`config.mk`:
```
export PLATFORM = sky130hd
export DESIGN_NAME = systolic_tile_sequencer_flat
export DESIGN_NICKNAME = d
export VERILOG_FILES = /design/src/rtl/systolic_tile_sequencer_if.sv /design/src/rtl/systolic_tile_sequencer.sv /design/src/flat_wrapper.sv
export SDC_FILE = /design/constraint.sdc
export NUM_CORES = 1
export LEC_CHECK = 0
export ABC_AREA = 0
export CELL_PAD_IN_SITES_DETAIL_PLACEMENT = 0
export CELL_PAD_IN_SITES_GLOBAL_PLACEMENT = 2
export CORE_ASPECT_RATIO = 1.5
export CORE_MARGIN = 2
export CORE_UTILIZATION = 36
export DETAILED_ROUTE_END_ITERATION = 8
export PLACE_DENSITY = 0.93
export SYNTH_ARGS = -nofsm -noshare
export SYNTH_HDL_FRONTEND = slang
export SYNTH_SLANG_ARGS = --single-unit
export TNS_END_PERCENT = 30
```
`constraint.sdc`:
```
create_clock -name clk -period 10.7 [get_ports clk]
set_clock_uncertainty 0.1 [all_clocks]
set_input_delay 2.14 -clock clk [delete_from_list [all_inputs] [get_ports clk]]
set_output_delay 2.14 -clock clk [all_outputs]
set_load 0.005 [all_outputs]
```
`src/rtl/systolic_tile_sequencer_if.sv`:
```
// Bus bundle between the tile sequencer and the blocks it talks to.
//   scheduler side : start, cfg_num_vec (in to sequencer); busy, done (out)
//   array side     : mac_control (out)
//   buffer side    : wt_rd_en/wt_rd_addr, data_rd_en/data_rd_addr,
//                    out_wr_en/out_wr_addr (out)
// The sequencer connects through the slave modport. The scheduler, or a bench,
// drives the bundle through the master modport.
interface systolic_tile_sequencer_if #(
    parameter int VEC_W   = 16,
    parameter int WADDR_W = 4
);
    logic               start;
    logic [VEC_W-1:0]   cfg_num_vec;
    logic               busy;
    logic               done;
    logic               mac_control;
    logic               wt_rd_en;
    logic [WADDR_W-1:0] wt_rd_addr;
    logic               data_rd_en;
    logic [VEC_W-1:0]   data_rd_addr;
    logic               out_wr_en;
    logic [VEC_W-1:0]   out_wr_addr;

    modport master (
        output start, cfg_num_vec,
        input  busy, done, mac_control,
        input  wt_rd_en, wt_rd_addr, data_rd_en, data_rd_addr,
        input  out_wr_en, out_wr_addr
    );

    modport slave (
        input  start, cfg_num_vec,
        output busy, done, mac_control,
        output wt_rd_en, wt_rd_addr, data_rd_en, data_rd_addr,
        output out_wr_en, out_wr_addr
    );
endinterface

```
`src/rtl/systolic_tile_sequencer.sv`:
```
// Sequences one tile through a weight-stationary MAC array.
//
// Tile flow:
//   1. Shift ROWS weight rows into the array, last row first.
//   2. Hold one latch cycle.
//   3. Stream n_vec activation vectors and write the results back.
//
// Ports:
//   clk    : clock
//   rst_n  : synchronous active-low reset
//   bus    : slave modport of systolic_tile_sequencer_if, which carries:
//            start/cfg_num_vec in; busy/done out;
//            mac_control out;
//            weight/activation read strobes and addresses;
//            result write strobe and address.
//
// Every output is a register. The register is loaded from the next state
// and the next counter value, so outputs line up with the state they describe.
module systolic_tile_sequencer #(
    parameter int ROWS    = 16,
    parameter int COLS    = 16,
    parameter int OUT_LAT = ROWS + COLS,
    parameter int VEC_W   = 16,
    parameter int WADDR_W = (ROWS > 1) ? $clog2(ROWS) : 1
) (
    input logic                      clk,
    input logic                      rst_n,
    systolic_tile_sequencer_if.slave bus
);
    // The counter is one bit wider than VEC_W, so n_vec + OUT_LAT - 1 cannot wrap.
    localparam int CW = VEC_W + 1;

    typedef enum logic [2:0] {IDLE, LOAD, LATCH, RUN, DONE} state_t;

    state_t           state, state_nxt;
    logic [CW-1:0]    cnt, cnt_nxt;
    logic [VEC_W-1:0] n_vec, n_vec_nxt;
    logic [CW-1:0]    run_last;

    logic               busy_nxt, done_nxt, mac_nxt;
    logic               wt_en_nxt, data_en_nxt, out_en_nxt;
    logic [WADDR_W-1:0] wt_addr_nxt;
    logic [VEC_W-1:0]   data_addr_nxt, out_addr_nxt;

    assign run_last = {1'b0, n_vec} + CW'(OUT_LAT - 1);

    always_comb begin
        state_nxt = state;
        cnt_nxt   = cnt;
        n_vec_nxt = n_vec;
        case (state)
            IDLE: begin
                if (bus.start) begin
                    state_nxt = LOAD;
                    cnt_nxt   = '0;
                    n_vec_nxt = bus.cfg_num_vec;
                end
            end
            LOAD: begin
                if (cnt == CW'(ROWS)) begin
                    state_nxt = LATCH;
                    cnt_nxt   = '0;
                end else begin
                    cnt_nxt = cnt + 1'b1;
                end
            end
            LATCH: begin
                // With no vectors to stream, the tile only needs the weights loaded.
                state_nxt = (n_vec == '0) ? DONE : RUN;
                cnt_nxt   = '0;
            end
            RUN: begin
                if (cnt == run_last) begin
                    state_nxt = DONE;
                    cnt_nxt   = '0;
                end else begin
                    cnt_nxt = cnt + 1'b1;
                end
            end
            DONE:    state_nxt = IDLE;
            default: state_nxt = IDLE;
        endcase
    end

    always_comb begin
        busy_nxt      = (state_nxt != IDLE);
        done_nxt      = (state_nxt == DONE);
        mac_nxt       = 1'b0;
        wt_en_nxt     = 1'b0;
        wt_addr_nxt   = '0;
        data_en_nxt   = 1'b0;
        data_addr_nxt = '0;
        out_en_nxt    = 1'b0;
        out_addr_nxt  = '0;
        if (state_nxt == LOAD) begin
            wt_en_nxt = (cnt_nxt < CW'(ROWS));
            if (wt_en_nxt) begin
                wt_addr_nxt = WADDR_W'(CW'(ROWS - 1) - cnt_nxt);
            end
            // Shifting starts one cycle after the first read, because of the buffer read latency.
            mac_nxt = (cnt_nxt != '0);
        end
        if (state_nxt == RUN) begin
            data_en_nxt = (cnt_nxt < {1'b0, n_vec_nxt});
            if (data_en_nxt) begin
                data_addr_nxt = VEC_W'(cnt_nxt);
            end
            out_en_nxt = (cnt_nxt >= CW'(OUT_LAT));
            if (out_en_nxt) begin
                out_addr_nxt = VEC_W'(cnt_nxt - CW'(OUT_LAT));
            end
        end
    end

    always_ff @(posedge clk) begin
        if (!rst_n) begin
            state            <= IDLE;
            cnt              <= '0;
            n_vec            <= '0;
            bus.busy         <= 1'b0;
            bus.done         <= 1'b0;
            bus.mac_control  <= 1'b0;
            bus.wt_rd_en     <= 1'b0;
            bus.wt_rd_addr   <= '0;
            bus.data_rd_en   <= 1'b0;
            bus.data_rd_addr <= '0;
            bus.out_wr_en    <= 1'b0;
            bus.out_wr_addr  <= '0;
        end else begin
            state            <= state_nxt;
            cnt              <= cnt_nxt;
            n_vec            <= n_vec_nxt;
            bus.busy         <= busy_nxt;
            bus.done         <= done_nxt;
            bus.mac_control  <= mac_nxt;
            bus.wt_rd_en     <= wt_en_nxt;
            bus.wt_rd_addr   <= wt_addr_nxt;
            bus.data_rd_en   <= data_en_nxt;
            bus.data_rd_addr <= data_addr_nxt;
            bus.out_wr_en    <= out_en_nxt;
            bus.out_wr_addr  <= out_addr_nxt;
        end
    end
endmodule
```
`src/flat_wrapper.sv`:
```
// flat-port wrapper written by rule: the top's interface ports become plain ports
module systolic_tile_sequencer_flat 
#(
    parameter int ROWS    = 16,
    parameter int COLS    = 16,
    parameter int OUT_LAT = ROWS + COLS,
    parameter int VEC_W   = 16,
    parameter int WADDR_W = (ROWS > 1) ? $clog2(ROWS) : 1
)
  (clk, rst_n, bus_start, bus_cfg_num_vec, bus_busy, bus_done, bus_mac_control, bus_wt_rd_en, bus_wt_rd_addr, bus_data_rd_en, bus_data_rd_addr, bus_out_wr_en, bus_out_wr_addr);
  systolic_tile_sequencer_if #(.VEC_W(VEC_W), .WADDR_W(WADDR_W)) bus_i ();
  input logic clk;
  input logic rst_n;
  input wire logic [$bits(bus_i.start)-1:0] bus_start;
  input wire logic [$bits(bus_i.cfg_num_vec)-1:0] bus_cfg_num_vec;
  output wire logic [$bits(bus_i.busy)-1:0] bus_busy;
  output wire logic [$bits(bus_i.done)-1:0] bus_done;
  output wire logic [$bits(bus_i.mac_control)-1:0] bus_mac_control;
  output wire logic [$bits(bus_i.wt_rd_en)-1:0] bus_wt_rd_en;
  output wire logic [$bits(bus_i.wt_rd_addr)-1:0] bus_wt_rd_addr;
  output wire logic [$bits(bus_i.data_rd_en)-1:0] bus_data_rd_en;
  output wire logic [$bits(bus_i.data_rd_addr)-1:0] bus_data_rd_addr;
  output wire logic [$bits(bus_i.out_wr_en)-1:0] bus_out_wr_en;
  output wire logic [$bits(bus_i.out_wr_addr)-1:0] bus_out_wr_addr;
  assign bus_i.start = bus_start;
  assign bus_i.cfg_num_vec = bus_cfg_num_vec;
  assign bus_busy = bus_i.busy;
  assign bus_done = bus_i.done;
  assign bus_mac_control = bus_i.mac_control;
  assign bus_wt_rd_en = bus_i.wt_rd_en;
  assign bus_wt_rd_addr = bus_i.wt_rd_addr;
  assign bus_data_rd_en = bus_i.data_rd_en;
  assign bus_data_rd_addr = bus_i.data_rd_addr;
  assign bus_out_wr_en = bus_i.out_wr_en;
  assign bus_out_wr_addr = bus_i.out_wr_addr;
  systolic_tile_sequencer #(.ROWS(ROWS), .COLS(COLS), .OUT_LAT(OUT_LAT), .VEC_W(VEC_W), .WADDR_W(WADDR_W)) u_core (.clk(clk), .rst_n(rst_n), .bus(bus_i));
endmodule
```
Word-level counts from Yosys, hierarchy flattened. Cells that the tools add are included.

Register bits after elaboration: 78. Input port bits: 19.

Add/subtract/negate cells: 4. Order comparisons: 3. Equality and inequality tests: 8. Mux-type cells: 11. Reduce and logical (&&, ||, !) cells: 9.

Operators with widths (number): one-hot mux 17 bit (4 select lines) (1); two-way mux 17 bit (3); two-way mux 16 bit (2); adder 16 x 5 -> 17 bit, second input constant (1); adder 17 x 1 -> 17 bit, second input constant (1); equality test 17 bit (1); equality test 17 x 5 -> 1 bit, second input constant (1); >= comparator 17 x 6 -> 1 bit, second input constant (1); < comparator 17 x 16 -> 1 bit (1); < comparator 17 x 5 -> 1 bit, second input constant (1); nonzero test 17 bit (1); zero test 16 bit (1); subtractor 16 x 6 -> 16 bit, second input constant (1); two-way mux 3 bit (4); one-hot mux 3 bit (4 select lines) (1); equality test 3 x 2 -> 1 bit, second input constant (3); AND reduction 3 bit (3); equality test 3 x 1 -> 1 bit, second input constant (2); AND reduction 2 bit (2); subtractor 4 bit, first input constant (1); equality test 3 bit, second input constant (1); zero test 3 bit (1); nonzero test 3 bit (1).

Depth between registers and ports, before layout. Gate-level depths: netlist of run 1.

Depth after elaboration: 6. Depth in mapped cells: 21.

Worst setup path after synthesis of run 1. Ideal clock, no wire load.

Kind: input to register. From: input port bus_start. To: register u_core.bus.data_rd_addr[10]. Library setup time: 0.092 ns. Data arrival time: 5.280 ns. Required time: 10.508 ns. Path slack: 5.228 ns. Stages on the path: 14. Path buffers: 3. Path through: nor4b_1 -> clkbuf_1 -> buf_1 -> mux2i_1 -> ha_1 -> a21o_1 -> a21o_1 -> a21oi_1 -> nor2_1 -> a2111oi_0 -> o31a_1 -> nor3_2 -> buf_2 -> nor4_1.

Cells in the longest elaborated chain, start to end: 4. Elaborated cells between the ends (all ways): 9. Those cells by class: 1 x order compare; 1 x eq/ne; 6 x mux; 1 x reduce/logical.

RTL lines: start, declared (line flat_wrapper.sv:14) `input wire logic [$bits(bus_i.start)-1:0] bus_start;`; two-way mux 17 bit, or another cell as far along (line systolic_tile_sequencer.sv:53) `if (bus.start) begin`; one-hot mux 17 bit (4 select lines), or another cell as far along (line systolic_tile_sequencer.sv:51) `case (state)`; < comparator 17 x 16 -> 1 bit / equality test 3 x 2 -> 1 bit (equally long branches) (line systolic_tile_sequencer.sv:104, systolic_tile_sequencer.sv:103); AND reduction 3 bit (no source line); end signal, assigned (line systolic_tile_sequencer.sv:139) `bus.data_rd_addr <= data_addr_nxt;`; end, declared (line systolic_tile_sequencer_if.sv:34) `output wt_rd_en, wt_rd_addr, data_rd_en, data_rd_addr,`.

Several ways; a longest one is shown, not always the timed one. A chain may end at the register's enable or synchronous reset.

Worst setup path after layout of run 1.
From: register u_core.n_vec[0]. To: register u_core.bus.data_rd_addr[13].

Cells in the longest elaborated chain, start to end: 6. Elaborated cells between the ends (all ways): 13. Those cells by class: 1 x add/sub; 1 x order compare; 2 x eq/ne; 7 x mux; 2 x reduce/logical.

RTL lines: start, declared (line systolic_tile_sequencer.sv:37) `logic [VEC_W-1:0] n_vec, n_vec_nxt;`; start signal, assigned (line systolic_tile_sequencer.sv:132) `n_vec <= n_vec_nxt;`; adder 16 x 5 -> 17 bit (line systolic_tile_sequencer.sv:45) `assign run_last = {1'b0, n_vec} + CW'(OUT_LAT - 1);`; equality test 17 bit (line systolic_tile_sequencer.sv:73) `if (cnt == run_last) begin`; two-way mux 17 bit (line systolic_tile_sequencer.sv:73); one-hot mux 17 bit (4 select lines) (line systolic_tile_sequencer.sv:51); via u_core.cnt_nxt[6] (line systolic_tile_sequencer.sv:36) `logic [CW-1:0] cnt, cnt_nxt;`; < comparator 17 x 16 -> 1 bit (line systolic_tile_sequencer.sv:104) `data_en_nxt = (cnt_nxt < {1'b0, n_vec_nxt});`; AND reduction 3 bit (no source line).

The timed path passes the listed nets, and every way through them passes these cells.

==> results_dict.tcl, run 1 <==
set metrics [dict create \
    cpPeakStageDelay_ns 0.75 \
    grt_start_max_net_pins 37 \
    yosys_warnings 0 \
    synth_common_cells "78 x dfxtp_1, 37 x nor2_1, 27 x inv_1, 26 x nor3_1" \
    worst_slack_ns 4.96 \
    synth_nets 592 \
    ys_dominant_reg_cell "dfxtp_1" \
    pre_cts_slack_ns 4.71 \
    grt_pass1_vias 4280 \
    ir_worst_vdd_v 0.0000890 \
    wire_per_inst_um 19.5 \
    synth_top_cell_area_share_pct 33.1 \
    multiInputGateArea_um2 2880 \
    grt_usage_pct 21.1 \
    wl_um 14700 \
    hold_viol_final 0 \
    worstMarginPinSlew_ns 0.985 \
    postCtsHoldBufs 0 \
    cts_resized 0 \
    path_delay_family "simple AND/OR/NAND/NOR gates" \
    cts_buffers 9 \
    grt_pass1_wl_um 23000 \
    dr.max_layer_used "met4" \
    crit_buf_inv 2 \
    slew_headroom_pct 34.1 \
    pin_count 61 \
    drtIter0Drc 290 \
    wl_met1_um 5810 \
    drive_gt1_share_pct 9.75 \
    wl_met3_um 608 \
    synth_edf_count 0 \
    cts_sinks 78 \
    die_h_um 144 \
    grt-ovfl-total 0 \
    yosysMostFrequentCell "dfxtp_1" \
    path_class "flop to flop" \
    fin_tns_setup_ns 0 \
    fin_crit_sh_pct 53.7 \
    clkLatencyLatePin_ns 0.34 \
    cp_slowest_cell "nor3_2" \
    rsz0062_at_grt "no" \
    drc 0 \
    power.leakage_uw 0.00218 \
    syn_area_per_cell_um2 8.52 \
    syn_inst 553 \
    path_max_fanout 17 \
    critical_path.startpoint_type "flop" \
    cellPowerDensity_nw_per_um2 124 \
    ys_ff_latch 78 \
    area_growth_pct 20.1 \
    cts_setup_buffers 0 \
    required_ns 10.79 \
    wl_met2_um 7440 \
    rows 51 \
    status "complete, no violations" \
    antenna_left 0 \
    async_flop_share_pct 0 \
    cts_max_level 3 \
    vias_per_cell 5.63 \
    yosys.area.top_type "dfxtp_1" \
    synth_area_leaders "dfxtp_1 33%, ha_1 5.3%, nor2b_1 3.3%" \
    post-route-min-period_ns 5.74 \
    core_um2 12900 \
    drt_first_pass_iters 6 \
    fmax_mhz 174 \
    synth_cell_types 77 \
    routabilityCongestion 0.929 \
    via_count 4247 \
    hpwl_um 11300 \
    die_area_um2 14000 \
    fill_cells 1291 \
    cp.arrival_ns 5.83 \
    slew_viol_final 0 \
    antenna_found_initial 0 \
    synth_area_um2 4710 \
    path_clk_slew_ns 0.06 \
    rrSetupSlack_ns 4.96 \
    maxCapViolCount 0 \
    start_util_pct 36.5 \
    cts_root_buf "clkbuf_16" \
    nets 629 \
    end_kind "flop" \
    setup_violations 0 \
    portBuffers 60 \
    regArea_um2 1560 \
    yosysSeqAreaShare_pct 33.1 \
    clockBufferDepth 2 \
    n_antenna_cell 0 \
    path_cells "inv_1 -> ha_1 -> xor2_1 -> o211ai_1 -> a2111oi_1 -> nor3b_1 -> nand4_2 -> o21a_1 -> nor2_1 -> nor2_1 -> a21oi_1 -> inv_1 -> ha_1 -> nand4_1 -> o31a_1 -> nor3_2 -> nor4_1" \
    min_path_type "flop to flop" \
    cts_tree "done" \
    die-width_um 97.4 \
]
==> state kept, by name (all words and copies together) (netlist names), 3 cells and up <==
| name | count |
|---|---|
| u_core.state | 3 |
| u_core.n_vec | 16 |
| u_core.bus.data_rd_addr | 16 |
| u_core.bus.out_wr_addr | 16 |
| u_core.cnt | 17 |
| u_core.bus.wt_rd_addr | 4 |
==> area by class of cell <==
type	instances	area share, %
clock buffers	12	4.53
clock inverters	4	0.531
inverters	28	1.86
multi-input cells	409	50.8
flip-flops and latches	78	27.6
well taps	159	3.52
repair buffers	64	11.1
==> layer usage <==
| layer | vias to the layer above | track usage, % |
|---|---|---|
| met5 | - | 0 |
| met4 | 0 | 12.6 |
| met3 | 42 | 3.67 |
| met2 | 153 | 37.8 |
| met1 | 1989 | 23.3 |
| li1 | 2063 | - |
==> where the power goes <==
part,internal (uW),switching [uW]
Clock,171,128
Combinational,41.3,53.3
Sequential,298,10.9
Total,510,192
==> cells in the final DEF, fill, tap and decap left out, types with 13 or more instances in the layout <==
cell type        netlist  routed
a21oi_1               23      23
xor2_1                14      14
nor2b_1               25      25
nor2_1                37      37
and2_1                15      15
ha_1                  20      20
o21ai_0               15      15
nor3_1                26      26
nor4_1                20      20
clkdlybuf4s50_1        0      60
nand3_1               20      20
xnor2_1               17      17
dfxtp_1               78      78
mux2i_1               13      13
nand2_1               25      25
inv_1                 27      27
==> worst reg2reg max path: cells and delay by family (launching register included) <==
kind	cells	cell delay, ns
buffers and inverters	2	0.20
flip-flops	1	0.39
AO/OA/AOI/OAI	5	1.95
adder cells (fa/ha/maj)	2	0.63
AND/OR/NAND/NOR	7	2.17
XOR/XNOR	1	0.13
==> path summary, 6_finish.rpt <==
| path | from | end | cells after the start |
|---|---|---|---|
| worst max-delay path | u_core.n_vec[0] | u_core.bus.data_rd_addr[13] | 17 |
| worst min-delay path | u_core.n_vec[13] | u_core.n_vec[13] | 2 |
| worst max register to register | u_core.n_vec[0] | u_core.bus.data_rd_addr[13] | 17 |
| worst min register to register | u_core.n_vec[13] | u_core.n_vec[13] | 2 |
==> cell families after synthesis <==
| kind of cell | after synthesis | synth area share (%) |
|---|---|---|
| AOI/OAI and AO/OA | 103 | 15.6 |
| adders and majority gates | 20 | 5.31 |
| DFF | 78 | 33.1 |
| and+or+nand+nor | 241 | 31.2 |
| xor gates and xnor gates | 32 | 6.11 |
| muxes | 13 | 2.76 |
| buffers and inverters | 66 | 5.92 |
==> metrics by stage <==
stage	hold slack, ns	total power [uW]	utilization [%]	instance area [um^2]	cells
finish	0.545	702	43.9	5660	754
global route	0.574	724	43.9	5660	754
CTS	0.548	703	43.9	5660	754
detailed placement	0.540	409	41.7	5370	738
global placement	0.522	407	41.7	5370	738
floorplan	0.477	376	-	4710	553
(Power assumes the default switching activity.)
==> run 2: changes to the inputs <==
Settings changed: CORE_UTILIZATION 36 to 34, PLACE_DENSITY 0.93 to 0.89.
Clock period 10.7 ns to 5.8 ns, I/O delays scaled along.
==> run 2 against run 1 <==
Net effect:
- critical path type unchanged
- maximum frequency up 12%
- critical path depth grew 1
- critical endpoint is now u_core.bus.data_rd_addr[0]
- via count rose by 1.8%
- clock-buffer cell count unchanged
- combinational power up 88%
- register-to-register slack worse by 4.3 ns
- final cell count rose by 1.9%
- total power is 89% higher
- highest routed layer unchanged
- sequential power grew 85%
- wire length is 4.3% higher
==> results_dict.tcl, run 2 (synthesized netlist as in run 1, its figures left out) <==
set metrics [dict create \
    drc 0 \
    routabilityCongestion 0.931 \
    final_cells 768 \
    cts_tree "done" \
    slew_headroom_pct 35.7 \
    fin_area_um2 5760 \
    cts_buffers 9 \
    path_delay_family "simple AND/OR/NAND/NOR gates" \
    crit_buf_inv 3 \
    antenna_left 0 \
    portBuffers 60 \
    clkLatencyLatePin_ns 0.35 \
    swShare_pct 26.7 \
    fill_cells 1363 \
    path_max_fanout 17 \
    start_util_pct 34.8 \
    maxCapViolCount 0 \
    cp_slowest_cell "nor3_2" \
    r2r_cells 18 \
    grt_pass1_vias 4368 \
    drtIter0Drc 329 \
    cts_setup_buffers 0 \
    die_h_um 148 \
    nets 640 \
    largest_reg_flops 17 \
    wl_met3_um 590 \
    fin_crit_sh_pct 88.6 \
    layout_commonest_cell "dfxtp_1" \
    wl_met1_um 5990 \
    pwr-share-clk_pct 43.8 \
    vias_per_cell 5.63 \
    rsz0062_at_grt "no" \
    pin_count 61 \
    cts_max_level 3 \
    r2r-end "u_core.bus.data_rd_addr[0]" \
    cellPowerDensity_nw_per_um2 231 \
    fin_hold_ws_ns 0.547 \
    power.leakage_uw 0.00224 \
    core_um2 13500 \
    n_antenna_cell 0 \
    min_path_type "flop to flop" \
    rrSetupSlack_ns 0.66 \
    worstMarginPinSlew_ns 0.959 \
    rows 52 \
    grt-ovfl-total 0 \
    die-width_um 100 \
    p_int_uw 975 \
    r2r_start "u_core.n_vec[0]" \
    wl_met2_um 7850 \
    regMostFlops "u_core.cnt" \
    status "complete, no violations" \
    combPwrFrac_pct 13.4 \
    required_ns 5.88 \
    postCtsHoldBufs 0 \
    cts_root_buf "clkbuf_16" \
    wl_um 15300 \
    drive_gt1_share_pct 11.2 \
    clockBufferDepth 2 \
    grt_pass1_wl_um 23900 \
    p_switching_uw 355 \
    cts_sinks 78 \
    antenna_found_initial 0 \
    ir_worst_vdd_v 0.000183 \
    final_cell_mix "78 x dfxtp_1, 60 x clkdlybuf4s50_1, 37 x nor2_1" \
    final_core_util_pct 42.6 \
    fmax_mhz 195 \
    dr.max_layer_used "met4" \
    cts_resized 0 \
    p_seq_share_pct 42.8 \
    worstHoldPathCells 2 \
    path_clk_slew_ns 0.06 \
    setup_violations 0 \
    post-route-min-period_ns 5.14 \
    grt_start_max_net_pins 37 \
    fin_tns_setup_ns 0 \
    cp.arrival_ns 5.22 \
    whs_endpoint "u_core.n_vec[13]" \
    cpPeakStageDelay_ns 0.79 \
    min_from "u_core.n_vec[13]" \
    via_count 4324 \
    end_kind "flop" \
    hpwl_um 11800 \
    dpl.cell_count 752 \
    path_class "flop to flop" \
    placed_cell_area_um2 5460 \
    wire_per_inst_um 19.9 \
    path_cells "inv_1 -> ha_1 -> xor2_1 -> o211ai_1 -> a2111oi_1 -> nor3b_1 -> nand4_2 -> o21a_1 -> nor2_1 -> nor2_1 -> a21oi_1 -> buf_4 -> inv_1 -> ha_1 -> nand4_1 -> o31a_1 -> nor3_2 -> nor4_1" \
    hold_viol_final 0 \
    slew_viol_final 0 \
    grt_usage_pct 21.1 \
    critical_path.startpoint_type "flop" \
    drt_first_pass_iters 6 \
    die_area_um2 14800 \
    area_growth_pct 22.3 \
]
==> run 2: how the worst max path moves through the flow <==
stage,start,endpoint,slack (ns),depth (start not counted)
2_1_floorplan,u_core.n_vec[0],u_core.bus.data_rd_addr[10],1.28,20
3_3_place_gp,u_core.n_vec[0],u_core.bus.data_rd_addr[1],0.78,18
3_5_place_dp,u_core.n_vec[0],u_core.bus.data_rd_addr[5],0.66,18
4_1_cts,u_core.n_vec[0],u_core.bus.data_rd_addr[5],0.63,18
5_1_grt,u_core.n_vec[0],u_core.bus.data_rd_addr[3],0.09,20
6_report,u_core.n_vec[0],u_core.bus.data_rd_addr[0],0.66,18
==> run 2: stage by stage <==
step	setup slack (ns)	total power [uW]
floorplan	1.28	694
global placement	0.783	755
detailed placement	0.658	757
CTS	0.633	1330
global route	0.0893	1370
finish	0.663	1330
==> run 2: area by class of cell <==
cell class                      instances  area (um^2)  area share [%]
Clock buffer                           12          246            4.28
Sequential cell                        78         1560            27.1
Tap cell                              162          203            3.52
Clock inverter                          4         55.1           0.956
Inverter                               28          105            1.82
Multi-Input combinational cell        409         2880            49.9
Timing Repair Buffer                   75          713            12.4
==> run 2: power by group through the flow <==
stage          Combinational (uW)  Sequential (uW)  Clock (uW)
2_1_floorplan                 125              569           0
3_3_place_gp                  175              580           0
3_5_place_dp                  176              580           0
4_1_cts                       177              568         587
5_1_grt                       193              571         607
6_report                      178              569         583
==> run 2: routing by layer <==
metal / global-route usage (%) / vias up
met5: 0 / -
met1: 23.6 / 2050
met3: 2.82 / 47
met2: 37.5 / 138
met4: 12.6 / 0
li1: - / 2089
==> run 2: worst min-delay path, stage by stage (launching register included) <==
cell and delay [ns]:
dfxtp_1 0.35, mux2i_1 0.19, nor2b_1 0.07
